## config.mk

```make
export PLATFORM = sky130hd
export DESIGN_NAME = sock_tx_arbiter
export DESIGN_NICKNAME = d
export VERILOG_FILES = /design/src/rtl/sock_arb_pkg.sv /design/src/rtl/sock_out_reg.sv /design/src/rtl/sock_tx_arbiter.sv
export SDC_FILE = /design/constraint.sdc
export NUM_CORES = 1
export LEC_CHECK = 0
export BUFFER_PORTS_ARGS = -buffer_cell sky130_fd_sc_hd__buf_2
export CAP_MARGIN = 0
export CORE_AREA = 5 5 130 132
export CTS_CLUSTER_DIAMETER = 150
export DETAILED_ROUTE_END_ITERATION = 10
export DIE_AREA = 0 0 135 137
export PLACE_DENSITY = 0.68
export SYNTH_ARGS = -nofsm -noshare
export SYNTH_HDL_FRONTEND = slang
export SYNTH_SLANG_ARGS = --single-unit
```

## constraint.sdc

```tcl
create_clock -name clk -period 4.1 [get_ports clk]
set_clock_uncertainty 0.1 [all_clocks]
set_input_delay 0.82 -clock clk [delete_from_list [all_inputs] [get_ports clk]]
set_output_delay 0.82 -clock clk [all_outputs]
set_load 0.05 [all_outputs]
```

## src/rtl/sock_arb_pkg.sv

```systemverilog
// Shared types and helpers for the socket transmit arbiter and the future receive-side demux.
package sock_arb_pkg;

    typedef enum logic [0:0] {
        ARB_IDLE   = 1'b0,
        ARB_LOCKED = 1'b1
    } arb_state_e;

    // Round-robin search over up to 16 requesters starting at ptr; returns {found, index}.
    // ptr must be below n, so ptr+k stays below 2n and a single subtraction wraps it.
    function automatic logic [4:0] rr_pick(input logic [15:0] valid,
                                           input logic [3:0]  ptr,
                                           input logic [4:0]  n);
        logic       found;
        logic [3:0] idx;
        logic [4:0] cand;
        found = 1'b0;
        idx   = 4'd0;
        for (int k = 0; k < 16; k++) begin
            cand = {1'b0, ptr} + 5'(k);
            if (cand >= n) begin
                cand = cand - n;
            end else begin
                cand = cand;
            end
            if (!found && (5'(k) < n) && valid[cand[3:0]]) begin
                found = 1'b1;
                idx   = cand[3:0];
            end else begin
                found = found;
            end
        end
        return {found, idx};
    endfunction

endpackage

```

## src/rtl/sock_out_reg.sv

```systemverilog
// Single valid/ready output register holding {data, id, last}; usable as the stage in front of the socket.
module sock_out_reg #(
    parameter int DWIDTH = 64,
    parameter int IDW    = 2
) (
    input  logic              clk,
    input  logic              rst,
    input  logic              load,
    input  logic [DWIDTH-1:0] in_data,
    input  logic [IDW-1:0]    in_id,
    input  logic              in_last,
    input  logic              out_ready,
    output logic [DWIDTH-1:0] out_data,
    output logic [IDW-1:0]    out_id,
    output logic              out_last,
    output logic              out_valid
);

    logic [DWIDTH-1:0] data_r;
    logic [IDW-1:0]    id_r;
    logic              last_r;
    logic              valid_r;

    // Output register: load replaces contents, otherwise a consumed beat drops valid and contents hold.
    always_ff @(posedge clk) begin
        if (rst) begin
            data_r  <= '0;
            id_r    <= '0;
            last_r  <= 1'b0;
            valid_r <= 1'b0;
        end else if (load) begin
            data_r  <= in_data;
            id_r    <= in_id;
            last_r  <= in_last;
            valid_r <= 1'b1;
        end else if (out_ready) begin
            valid_r <= 1'b0;
        end
    end

    assign out_data  = data_r;
    assign out_id    = id_r;
    assign out_last  = last_r;
    assign out_valid = valid_r;

endmodule

```

## src/rtl/sock_tx_arbiter.sv

```systemverilog
// Round-robin packet arbiter sharing the socket transmit channel between N_REQ requester streams.
module sock_tx_arbiter
    import sock_arb_pkg::*;
#(
    parameter  int N_REQ  = 4,
    parameter  int DWIDTH = 64,
    localparam int IDW    = $clog2(N_REQ)
) (
    input  logic                    clk,
    input  logic                    rst,
    input  logic [N_REQ*DWIDTH-1:0] req_data,
    input  logic [N_REQ-1:0]        req_valid,
    input  logic [N_REQ-1:0]        req_last,
    output logic [N_REQ-1:0]        req_ready,
    output logic [DWIDTH-1:0]       out_data,
    output logic [IDW-1:0]          out_id,
    output logic                    out_last,
    output logic                    out_valid,
    input  logic                    out_ready
);

    arb_state_e        state_r;
    arb_state_e        state_nxt_s;
    logic [IDW-1:0]    ptr_r;
    logic [IDW-1:0]    ptr_nxt_s;
    logic [IDW-1:0]    owner_r;
    logic [IDW-1:0]    owner_nxt_s;
    logic [4:0]        pick_s;
    logic              found_s;
    logic [IDW-1:0]    grant_s;
    logic [IDW-1:0]    sel_s;
    logic [IDW-1:0]    sel_inc_s;
    logic [N_REQ-1:0]  req_ready_s;
    logic              load_ok_s;
    logic              xfer_s;
    logic              sel_last_s;
    logic [DWIDTH-1:0] sel_data_s;

    assign pick_s    = rr_pick(16'(req_valid), 4'(ptr_r), 5'(N_REQ));
    assign found_s   = pick_s[4];
    assign grant_s   = pick_s[IDW-1:0];
    assign load_ok_s = !out_valid || out_ready;

    assign sel_s      = (state_r == ARB_LOCKED) ? owner_r : grant_s;
    assign sel_inc_s  = (sel_s == IDW'(N_REQ-1)) ? '0 : sel_s + IDW'(1);
    assign sel_last_s = req_last[sel_s];
    assign sel_data_s = req_data[sel_s*DWIDTH +: DWIDTH];
    assign xfer_s     = |(req_valid & req_ready_s);
    assign req_ready  = req_ready_s;

    // Ready goes only to the selected requester, and only when the output register can take a beat.
    always_comb begin
        req_ready_s = '0;
        case (state_r)
            ARB_IDLE: begin
                if (found_s && load_ok_s && !rst) begin
                    req_ready_s = {{(N_REQ-1){1'b0}}, 1'b1} << grant_s;
                end else begin
                    req_ready_s = '0;
                end
            end
            ARB_LOCKED: begin
                if (load_ok_s && !rst) begin
                    req_ready_s = {{(N_REQ-1){1'b0}}, 1'b1} << owner_r;
                end else begin
                    req_ready_s = '0;
                end
            end
            default: req_ready_s = '0;
        endcase
    end

    // Next-state: a non-last beat locks onto its source, a last beat moves the pointer past it.
    always_comb begin
        state_nxt_s = state_r;
        ptr_nxt_s   = ptr_r;
        owner_nxt_s = owner_r;
        case (state_r)
            ARB_IDLE: begin
                if (xfer_s && sel_last_s) begin
                    ptr_nxt_s = sel_inc_s;
                end else if (xfer_s) begin
                    owner_nxt_s = grant_s;
                    state_nxt_s = ARB_LOCKED;
                end else begin
                    state_nxt_s = ARB_IDLE;
                end
            end
            ARB_LOCKED: begin
                if (xfer_s && sel_last_s) begin
                    ptr_nxt_s   = sel_inc_s;
                    state_nxt_s = ARB_IDLE;
                end else begin
                    state_nxt_s = ARB_LOCKED;
                end
            end
            default: state_nxt_s = ARB_IDLE;
        endcase
    end

    // Arbiter state register.
    always_ff @(posedge clk) begin
        if (rst) begin
            state_r <= ARB_IDLE;
            ptr_r   <= '0;
            owner_r <= '0;
        end else begin
            state_r <= state_nxt_s;
            ptr_r   <= ptr_nxt_s;
            owner_r <= owner_nxt_s;
        end
    end

    sock_out_reg #(
        .DWIDTH (DWIDTH),
        .IDW    (IDW)
    ) u_out_reg (
        .clk       (clk),
        .rst       (rst),
        .load      (xfer_s),
        .in_data   (sel_data_s),
        .in_id     (sel_s),
        .in_last   (sel_last_s),
        .out_ready (out_ready),
        .out_data  (out_data),
        .out_id    (out_id),
        .out_last  (out_last),
        .out_valid (out_valid)
    );

endmodule
```

==> flow_summary.yaml, run 1 <==
clock_network:
  cts_tree: "done"
  cts_setup_buffers: 0
  clkLatencyLatePin_ns: 0.33
  clock-root-buffer: "clkbuf_16"
  htreeDepth: 3
  hold_buffers: 0
  clock_path_buffers: 2
  numCtsBuffers: 9
  clk_pin_slew_ns: 0.06
  cts_num_sinks: 73
  cts-resized-gates: 0
placement:
  dp.final_hpwl_um: 12700
  place_congestion: 0.839
  portBuffers: 338
  place_ws_ns: 0.399
worst_setup_path:
  worstReg2RegEnd: "u_out_reg.out_data[2]$_SDFFE_PP0P_"
  start_kind: "flip-flop"
  worstSetupPathType: "flip-flop to primary output"
  r2r_slack_ns: 0.49
  r2r_cells: 11
  startpoint: "ptr_r[1]$_SDFFE_PP0P_"
  worst_ep_arrival_time_ns: 3.00
  regToRegStartpoint: "ptr_r[1]$_SDFFE_PP0P_"
  endpoint: "req_ready[2]"
  worstSetupEndpointType: "primary output"
  crit_fanout: 10
  crit_required_ns: 3.18
drt:
  wl_per_cell_um: 16.3
  via_per_inst: 4.87
  drt-pass1-iter-count: 4
  ant_nets: 0
  drc: 0
  drt_wl_total_um: 16300
  num_vias: 4867
  dr.first_iter.drc_count: 112
floorplan:
  rows: 46
  ios: 339
  start_util_pct: 30.7
  coreArea_um2: 15600
  die_w_um: 135
  die-area_um2: 18500
  fp.dieH_um: 137
global_routing:
  grt_pass1_vias: 4914
  grt_pass1_wl_um: 24300
  overflow: 0
  grt_usage_pct: 16.4
  grt_max_degree: 71
  antenna_found_initial: 0
synthesis:
  synthDistinctLibCells: 49
  yosys_warnings: 0
  synth_ff_type: "dfxtp_1"
  ys_ff_latch: 73
  seq_area_frac_synth_pct: 30.6
  syn_inst: 463
  syn_area_per_cell_um2: 10.3
  syn_nets: 734
  synth-edff-count: 0
  async_reset_ff_share_pct: 0
  netlist_area_um2: 4780
sta:
  hold_ws_ns: 0.350
  min_period_ns: 3.92
  setup_tns_ns: 0
  fmax_mhz: 255
  layout_setup_ws_ns: 0.183
  worstMarginPinSlew_ns: 1.05
  hold_viol: 0
  rsz0062_at_grt: "no"
  period_share_pct: 95.5
  setup_viol: 0
  drv_slew: 0
  worst_slew_margin_rel_pct: 29.9
cells_and_area:
  final_common_cell: "buf_2"
  n_antenna_cell: 0
  drive_above_1_share_pct: 51.8
  num-fill-cells: 1559
  nets: 1050
  seqCellArea_um2: 1460
  multi_input_area_um2: 3080
  most-common-layout-cells: "338 x buf_2, 137 x mux2i_1, 73 x dfxtp_1"
  syn_to_final_growth_pct: 45.0
power:
  peakVddDrop_mv: 0.516
  swShare_pct: 49.9
  power.switching_mw: 2.91
  power.leakage_nw: 3.66
  power_frac_comb_pct: 66.2
  seqPwrFrac_pct: 19.9
  clock_power_share_pct: 13.9
  power.density_nw_per_um2: 841
  p_int_mw: 2.92
hold_path:
  min_path_type: "flip-flop to flip-flop"
job:
  maxCapViolations: 0
status:
  run_status: "finished clean"
[how the worst min path moves through the flow]
stage / cells past startpoint / to / startpoint / slack (ns)
final: 2 / u_out_reg.out_id[0]$_SDFFE_PP0P_ / u_out_reg.out_id[0]$_SDFFE_PP0P_ / 0.35
after floorplan: 2 / owner_r[1]$_SDFFE_PP0P_ / owner_r[1]$_SDFFE_PP0P_ / 0.36
after global placement: 2 / u_out_reg.out_id[0]$_SDFFE_PP0P_ / u_out_reg.out_id[0]$_SDFFE_PP0P_ / 0.34
after global routing: 2 / u_out_reg.out_id[0]$_SDFFE_PP0P_ / u_out_reg.out_id[0]$_SDFFE_PP0P_ / 0.37
after detailed placement: 2 / u_out_reg.out_data[36]$_SDFFE_PP0P_ / u_out_reg.out_data[36]$_SDFFE_PP0P_ / 0.34
after CTS: 2 / u_out_reg.out_id[0]$_SDFFE_PP0P_ / u_out_reg.out_id[0]$_SDFFE_PP0P_ / 0.35
[power by group through the flow]
stage	Sequential, mW	Clock [mW]	Combinational [mW]
after CTS	1.16	0.836	3.91
after detailed placement	1.17	0	3.92
after global placement	1.17	0	3.87
final	1.16	0.811	3.86
after floorplan	2.05	0	2.26
after global routing	1.19	0.864	4.13
[per-stage QoR]
stage,power [mW],cell area [um^2],std cells,util [%]
3_3_place_gp,5.04,6630,984,42.5
2_1_floorplan,4.30,4780,463,-
4_1_cts,5.91,6930,1000,44.5
6_report,5.83,6930,1000,44.5
3_5_place_dp,5.08,6630,984,42.5
5_1_grt,6.19,6930,1000,44.5
[sequential cells by signal, summed over array words and instances (netlist names), named ones only]
| signal | flops |
|---|---|
| u_out_reg.out_id | 2 |
| owner_r | 2 |
| ptr_r | 2 |
| u_out_reg.out_last | 1 |
| u_out_reg.out_data | 64 |
| u_out_reg.out_valid | 1 |
[final cells by class]
cell class / instances / area share [%]
Timing Repair Buffer: 347 / 25.9
Sequential cell: 73 / 21.1
Tap cell: 216 / 3.90
Clock inverter: 4 / 0.740
Multi-Input combinational cell: 342 / 44.4
Clock buffer: 12 / 3.70
Inverter: 6 / 0.325
[critical path: stages, from the launching register on]
cell,delay (ns)
dfxtp_1,0.38
inv_1,0.11
ha_1,0.40
or3_4,0.45
nand4_1,0.10
and3_1,0.46
nor2b_1,0.31
inv_1,0.06
o22ai_1,0.11
buf_2,0.28
[synth_stat cells (4+ instances only)]
cell / count / share of area, %
o221ai_2: 29 / 9.1
nand3_1: 4 / 0.42
dfxtp_1: 73 / 31
nor2_1: 9 / 0.71
o221ai_1: 35 / 6.4
inv_1: 6 / 0.47
buf_2: 18 / 1.9
mux2i_1: 137 / 29
nand2b_1: 6 / 0.79
clkbuf_1: 9 / 0.71
buf_4: 12 / 1.9
nand3b_1: 35 / 5.5
ha_1: 4 / 1.0
a21oi_1: 8 / 0.84
nand2_1: 36 / 2.8
[routing by layer]
metal / global-route usage (%) / vias up / share of wire [%]
met5: 0 / - / 0
met4: 5.66 / 0 / 1.6
met3: 4.89 / 16 / 9.2
met2: 28.7 / 227 / 49
met1: 19.0 / 2201 / 40
li1: - / 2423 / -
[cell families after synthesis]
group | count (synthesis) | share of synthesized area, %
buf+inv | 48 | 5.65
simple gates | 105 | 13.1
compound gates | 92 | 20.0
fa+ha+maj | 4 | 1.05
flops | 73 | 30.6
xor+xnor | 1 | 0.183
mux | 140 | 29.4
No activity file was read; power rests on OpenSTA's default activity.
==> run 2: changes to the inputs <==
--- a/config.mk
+++ b/config.mk
@@ -7,11 +7,12 @@
 export LEC_CHECK = 0
 export BUFFER_PORTS_ARGS = -buffer_cell sky130_fd_sc_hd__buf_2
 export CAP_MARGIN = 0
-export CORE_AREA = 5 5 130 132
+export CORE_ASPECT_RATIO = 0.8
+export CORE_MARGIN = 5
+export CORE_UTILIZATION = 30
 export CTS_CLUSTER_DIAMETER = 150
 export DETAILED_ROUTE_END_ITERATION = 10
-export DIE_AREA = 0 0 135 137
-export PLACE_DENSITY = 0.68
+export PLACE_DENSITY = 0.67
 export SYNTH_ARGS = -nofsm -noshare
 export SYNTH_HDL_FRONTEND = slang
 export SYNTH_SLANG_ARGS = --single-unit
==> run 2 against run 1 <==
- sequential cell count did not move
- non-clock buffer count grew 12
- first-iteration DRC count grew 11%
- largest cell class unchanged
- worst setup slack gained 0.070 ns
- largest power group unchanged
- core utilization increased by 0.64 points
- sequential share of layout area down 0.43 points
- global-route usage increased by 1.7 points
- sequential power about the same
- maximum frequency grew 1.8%
- final area is 2.1% higher
- critical path depth unchanged
- power rose by 4.5%
==> flow_summary.yaml, run 2 (synthesis gave the netlist of run 1 again) <==
placement:
  portBuffers: 338
  place_congestion: 0.859
  dp.final_hpwl_um: 14500
  placed_cell_area_um2: 6750
clock_network:
  cts-resized-gates: 0
  htreeDepth: 3
  clk_pin_slew_ns: 0.06
  numCtsBuffers: 9
  cts_setup_buffers: 0
  clock_path_buffers: 2
  cts_num_sinks: 73
  clkLatencyLatePin_ns: 0.34
  cts_tree: "done"
  hold_buffers: 0
  clock-root-buffer: "clkbuf_16"
sta:
  fmax_mhz: 260
  drv_slew: 0
  setup_viol: 0
  worstMarginPinSlew_ns: 0.594
  min_period_ns: 3.85
  rsz0062_at_grt: "no"
  worst_slew_margin_rel_pct: 60.4
  hold_viol: 0
  period_share_pct: 93.8
  setup_tns_ns: 0
worst_setup_path:
  crit_top_cell: "inv_1"
  crit_path_top_delay_cell: "a221oi_1"
  crit_fanout: 7
  start_kind: "flip-flop"
  cpPeakStageDelay_ns: 0.54
  crit_required_ns: 3.18
  startpoint: "ptr_r[1]$_SDFFE_PP0P_"
  worstReg2RegEnd: "u_out_reg.out_data[5]$_SDFFE_PP0P_"
  worstSetupEndpointType: "primary output"
  r2r_slack_ns: 0.67
  crit_path_cell_trace: "inv_1 > ha_1 > o31ai_1 > a221oi_1 > nor2_1 > nor2b_1 > inv_1 > o22ai_1 > buf_2"
  worst_ep_arrival_time_ns: 2.93
  worstSetupPathType: "flip-flop to primary output"
  regToRegStartpoint: "ptr_r[1]$_SDFFE_PP0P_"
  r2r_cells: 11
power:
  peakVddDrop_mv: 0.401
  power.leakage_nw: 3.74
  power.density_nw_per_um2: 861
  finalPower_mw: 6.09
cells_and_area:
  largest_reg_flops: 64
  fin_util_pct: 45.1
  drive_above_1_share_pct: 52.5
  final_area_um2: 7080
  final_common_cell: "buf_2"
  most-common-layout-cells: "338 x buf_2, 137 x mux2i_1, 73 x dfxtp_1"
  syn_to_final_growth_pct: 48.1
  nets: 1062
global_routing:
  grt_pass1_vias: 4883
  grt_max_degree: 47
  antenna_found_initial: 2
  grt_pass1_wl_um: 26000
  grt_usage_pct: 18.0
  overflow: 0
drt:
  drt_wl_total_um: 18100
  ant_nets: 0
  drc: 0
  dr.first_iter.drc_count: 124
  drt-pass1-iter-count: 6
  num_vias: 5022
  wl_per_cell_um: 17.9
  via_per_inst: 4.96
floorplan:
  die_w_um: 151
  rows: 41
  ios: 339
  start_util_pct: 30.5
  coreArea_um2: 15700
  fp.dieH_um: 123
  die-area_um2: 18600
hold_path:
  min_to: "u_out_reg.out_data[8]$_SDFFE_PP0P_"
  worst_hold_startpoint: "u_out_reg.out_data[8]$_SDFFE_PP0P_"
  hold_depth: 2
  min_path_type: "flip-flop to flip-flop"
status:
  run_status: "finished clean"
job:
  maxCapViolations: 0
## run 2: changes by cell type in the layout (fill, tap and decap cells not counted)
cell	previous run	this run
clkbuf_8	2	1
diode_2	0	2
buf_4	6	15
buf_12	3	6
clkinv_2	1	2
bufinv_16	1	2
clkinvlp_4	1	0
## run 2: area by class of cell
type | instances | area [um^2]
Clock buffer | 11 | 243
Tap cell | 215 | 269
Multi-Input combinational cell | 342 | 3080
Inverter | 6 | 22.5
Clock inverter | 5 | 78.8
Fill cell | 1552 | 8620
Sequential cell | 73 | 1460
Timing Repair Buffer | 359 | 1920
Antenna cell | 2 | 5.00
## run 2: worst max-delay path by stage
stage / endpoint / slack (ns)
5_1_grt: req_ready[2] / 0.07
6_report: req_ready[2] / 0.25
4_1_cts: req_ready[2] / 0.24
3_3_place_gp: req_ready[2] / 0.48
2_1_floorplan: req_ready[2] / 0.25
3_5_place_dp: req_ready[2] / 0.46
## run 2: routing by layer
| layer | global-route usage, % | vias to the layer above | share of wire [%] |
|---|---|---|---|
| met3 | 5.83 | 22 | 9.5 |
| li1 | - | 2464 | - |
| met1 | 22.4 | 2300 | 41 |
| met5 | 0 | - | 0 |
| met4 | 6.46 | 0 | 2.2 |
| met2 | 29.5 | 236 | 47 |
## run 2: metrics by stage
step	hold WS [ns]	std cells	worst slack, ns
after floorplan	0.361	463	0.248
final	0.358	1013	0.253
after global routing	0.368	1013	0.0725
after detailed placement	0.345	995	0.459
after global placement	0.339	995	0.484
after CTS	0.358	1011	0.242
## run 2: power by group
group	internal, mW	switching (mW)	total (mW)
combinational	1.54	2.52	4.06
clock	0.549	0.317	0.866
sequential	1.01	0.159	1.17
## run 2: critical path: cells and delay by family (launching register included)
family | cells | cell delay [ns]
buffers and inverters | 3 | 0.46
AOI/OAI and AO/OA | 3 | 0.78
DFF | 1 | 0.39
and+or+nand+nor | 2 | 0.50
adders and majority gates | 1 | 0.47
==> run 3: changes to the inputs <==
--- a/config.mk
+++ b/config.mk
@@ -12,6 +12,7 @@
 export CORE_UTILIZATION = 30
 export CTS_CLUSTER_DIAMETER = 150
 export DETAILED_ROUTE_END_ITERATION = 10
+export MAX_ROUTING_LAYER = met4
 export PLACE_DENSITY = 0.67
 export SYNTH_ARGS = -nofsm -noshare
 export SYNTH_HDL_FRONTEND = slang
==> run 3 against run 2 <==
- sequential share of layout area unchanged
- cell count unchanged
- combinational power hardly changed
- worst hold slack barely moved
- first-iteration DRC count rose by 2.4%
- final area unchanged
- wire length shrank 0.28%
- sequential power barely moved
- critical endpoint unchanged
- largest power group unchanged
- highest routed layer unchanged
==> flow_summary.yaml, run 3 (synthesis gave the netlist of run 1 again) <==
status:
  run_status: "finished clean"
floorplan:
  fp.dieH_um: 123
  start_util_pct: 30.5
  die_w_um: 151
  die-area_um2: 18600
  coreArea_um2: 15700
  ios: 339
  rows: 41
worst_setup_path:
  worstReg2RegEnd: "u_out_reg.out_data[5]$_SDFFE_PP0P_"
  worstSetupEndpointType: "primary output"
  crit_path_cell_trace: "inv_1 > ha_1 > o31ai_1 > a221oi_1 > nor2_1 > nor2b_1 > inv_1 > o22ai_1 > buf_2"
  cpPeakStageDelay_ns: 0.54
  crit_top_cell: "inv_1"
  worstSetupPathType: "flip-flop to primary output"
  start_kind: "flip-flop"
  worst_ep_arrival_time_ns: 2.92
  regToRegStartpoint: "ptr_r[1]$_SDFFE_PP0P_"
  crit_fanout: 7
  r2r_cells: 11
  r2r_slack_ns: 0.67
  crit_path_top_delay_cell: "a221oi_1"
  crit_required_ns: 3.18
sta:
  hold_viol: 0
  period_share_pct: 93.7
  fmax_mhz: 260
  min_period_ns: 3.84
  drv_slew: 0
  worstMarginPinSlew_ns: 0.594
  setup_viol: 0
  setup_tns_ns: 0
  rsz0062_at_grt: "no"
  worst_slew_margin_rel_pct: 60.4
  hold_ws_ns: 0.358
cells_and_area:
  num-fill-cells: 1552
  syn_to_final_growth_pct: 48.1
  final_area_um2: 7080
  drive_above_1_share_pct: 52.5
  most-common-layout-cells: "338 x buf_2, 137 x mux2i_1, 73 x dfxtp_1"
  largest_reg_flops: 64
  nets: 1062
  multi_input_area_um2: 3080
  final_common_cell: "buf_2"
  seqCellArea_um2: 1460
  fin_cells: 1013
drt:
  via_per_inst: 4.96
  drc: 0
  dr.first_iter.drc_count: 127
  wl_met2_um: 8580
  top_layer: "met4"
  num_vias: 5023
  wl_per_cell_um: 17.9
  wl_met1_um: 7410
  drt_wl_total_um: 18100
  ant_nets: 0
  drt-pass1-iter-count: 5
  route.met3.wl_um: 1690
power:
  power.density_nw_per_um2: 860
  finalPower_mw: 6.09
  peakVddDrop_mv: 0.400
  power.leakage_nw: 3.74
clock_network:
  clock_path_buffers: 2
  hold_buffers: 0
  htreeDepth: 3
  cts_setup_buffers: 0
  numCtsBuffers: 9
  cts_num_sinks: 73
  clk_pin_slew_ns: 0.06
  clkLatencyLatePin_ns: 0.34
  cts-resized-gates: 0
  clock-root-buffer: "clkbuf_16"
  cts_tree: "done"
placement:
  portBuffers: 338
  placed_cells: 995
  place_congestion: 0.873
  dp.final_hpwl_um: 14500
  placed_cell_area_um2: 6750
global_routing:
  grt_pass1_vias: 4893
  grt_max_degree: 47
  grt_pass1_wl_um: 26000
  antenna_found_initial: 2
  overflow: 0
  grt_usage_pct: 18.5
hold_path:
  hold_depth: 2
  min_to: "u_out_reg.out_data[8]$_SDFFE_PP0P_"
  min_path_type: "flip-flop to flip-flop"
  worst_hold_startpoint: "u_out_reg.out_data[8]$_SDFFE_PP0P_"
job:
  maxCapViolations: 0
==> run 3: worst max path at each step <==
stage / from / endpoint / slack (ns) / cells after the start
global route: ptr_r[1]$_SDFFE_PP0P_ / req_ready[2] / 0.07 / 10
CTS: ptr_r[1]$_SDFFE_PP0P_ / req_ready[2] / 0.24 / 9
global placement: req_valid[0] / req_ready[2] / 0.48 / 9
floorplan: ptr_r[0]$_SDFFE_PP0P_ / req_ready[2] / 0.25 / 10
detailed placement: req_valid[1] / req_ready[2] / 0.46 / 9
finish: ptr_r[1]$_SDFFE_PP0P_ / req_ready[2] / 0.26 / 9
==> run 3: critical path, delay by kind of cell (launching register included) <==
family / cells / cell delay [ns]
AOI/OAI and AO/OA: 3 / 0.78
and+or+nand+nor: 2 / 0.48
adders and majority gates: 1 / 0.47
buffers and inverters: 3 / 0.46
DFF: 1 / 0.39
==> run 3: report_power, final <==
part           switching [mW]  total, mW  internal [mW]
registers               0.159       1.17           1.01
clock network           0.317      0.866          0.549
logic                    2.51       4.05           1.54
total                    2.99       6.09           3.10
==> run 3: stage by stage <==
stage / setup WS [ns] / util (%)
finish: 0.259 / 45.1
global route: 0.0725 / 45.1
CTS: 0.242 / 45.1
detailed placement: 0.459 / 43.0
global placement: 0.484 / 43.0
floorplan: 0.248 / -
==> run 3: layout make-up <==
class	count	share of cell area, %
antenna	2	0.0707
clock buffer	11	3.43
clock inverter	5	1.11
inverter	6	0.318
multi-input combinational	342	43.4
sequential	73	20.6
tap	215	3.80
timing repair buffer	359	27.2
==> run 3: metal layers <==
layer,track usage (%),up-vias
met1,22.8,2289
met4,6.46,0
met3,4.91,25
met2,29.6,245
met5,-,-
li1,-,2464
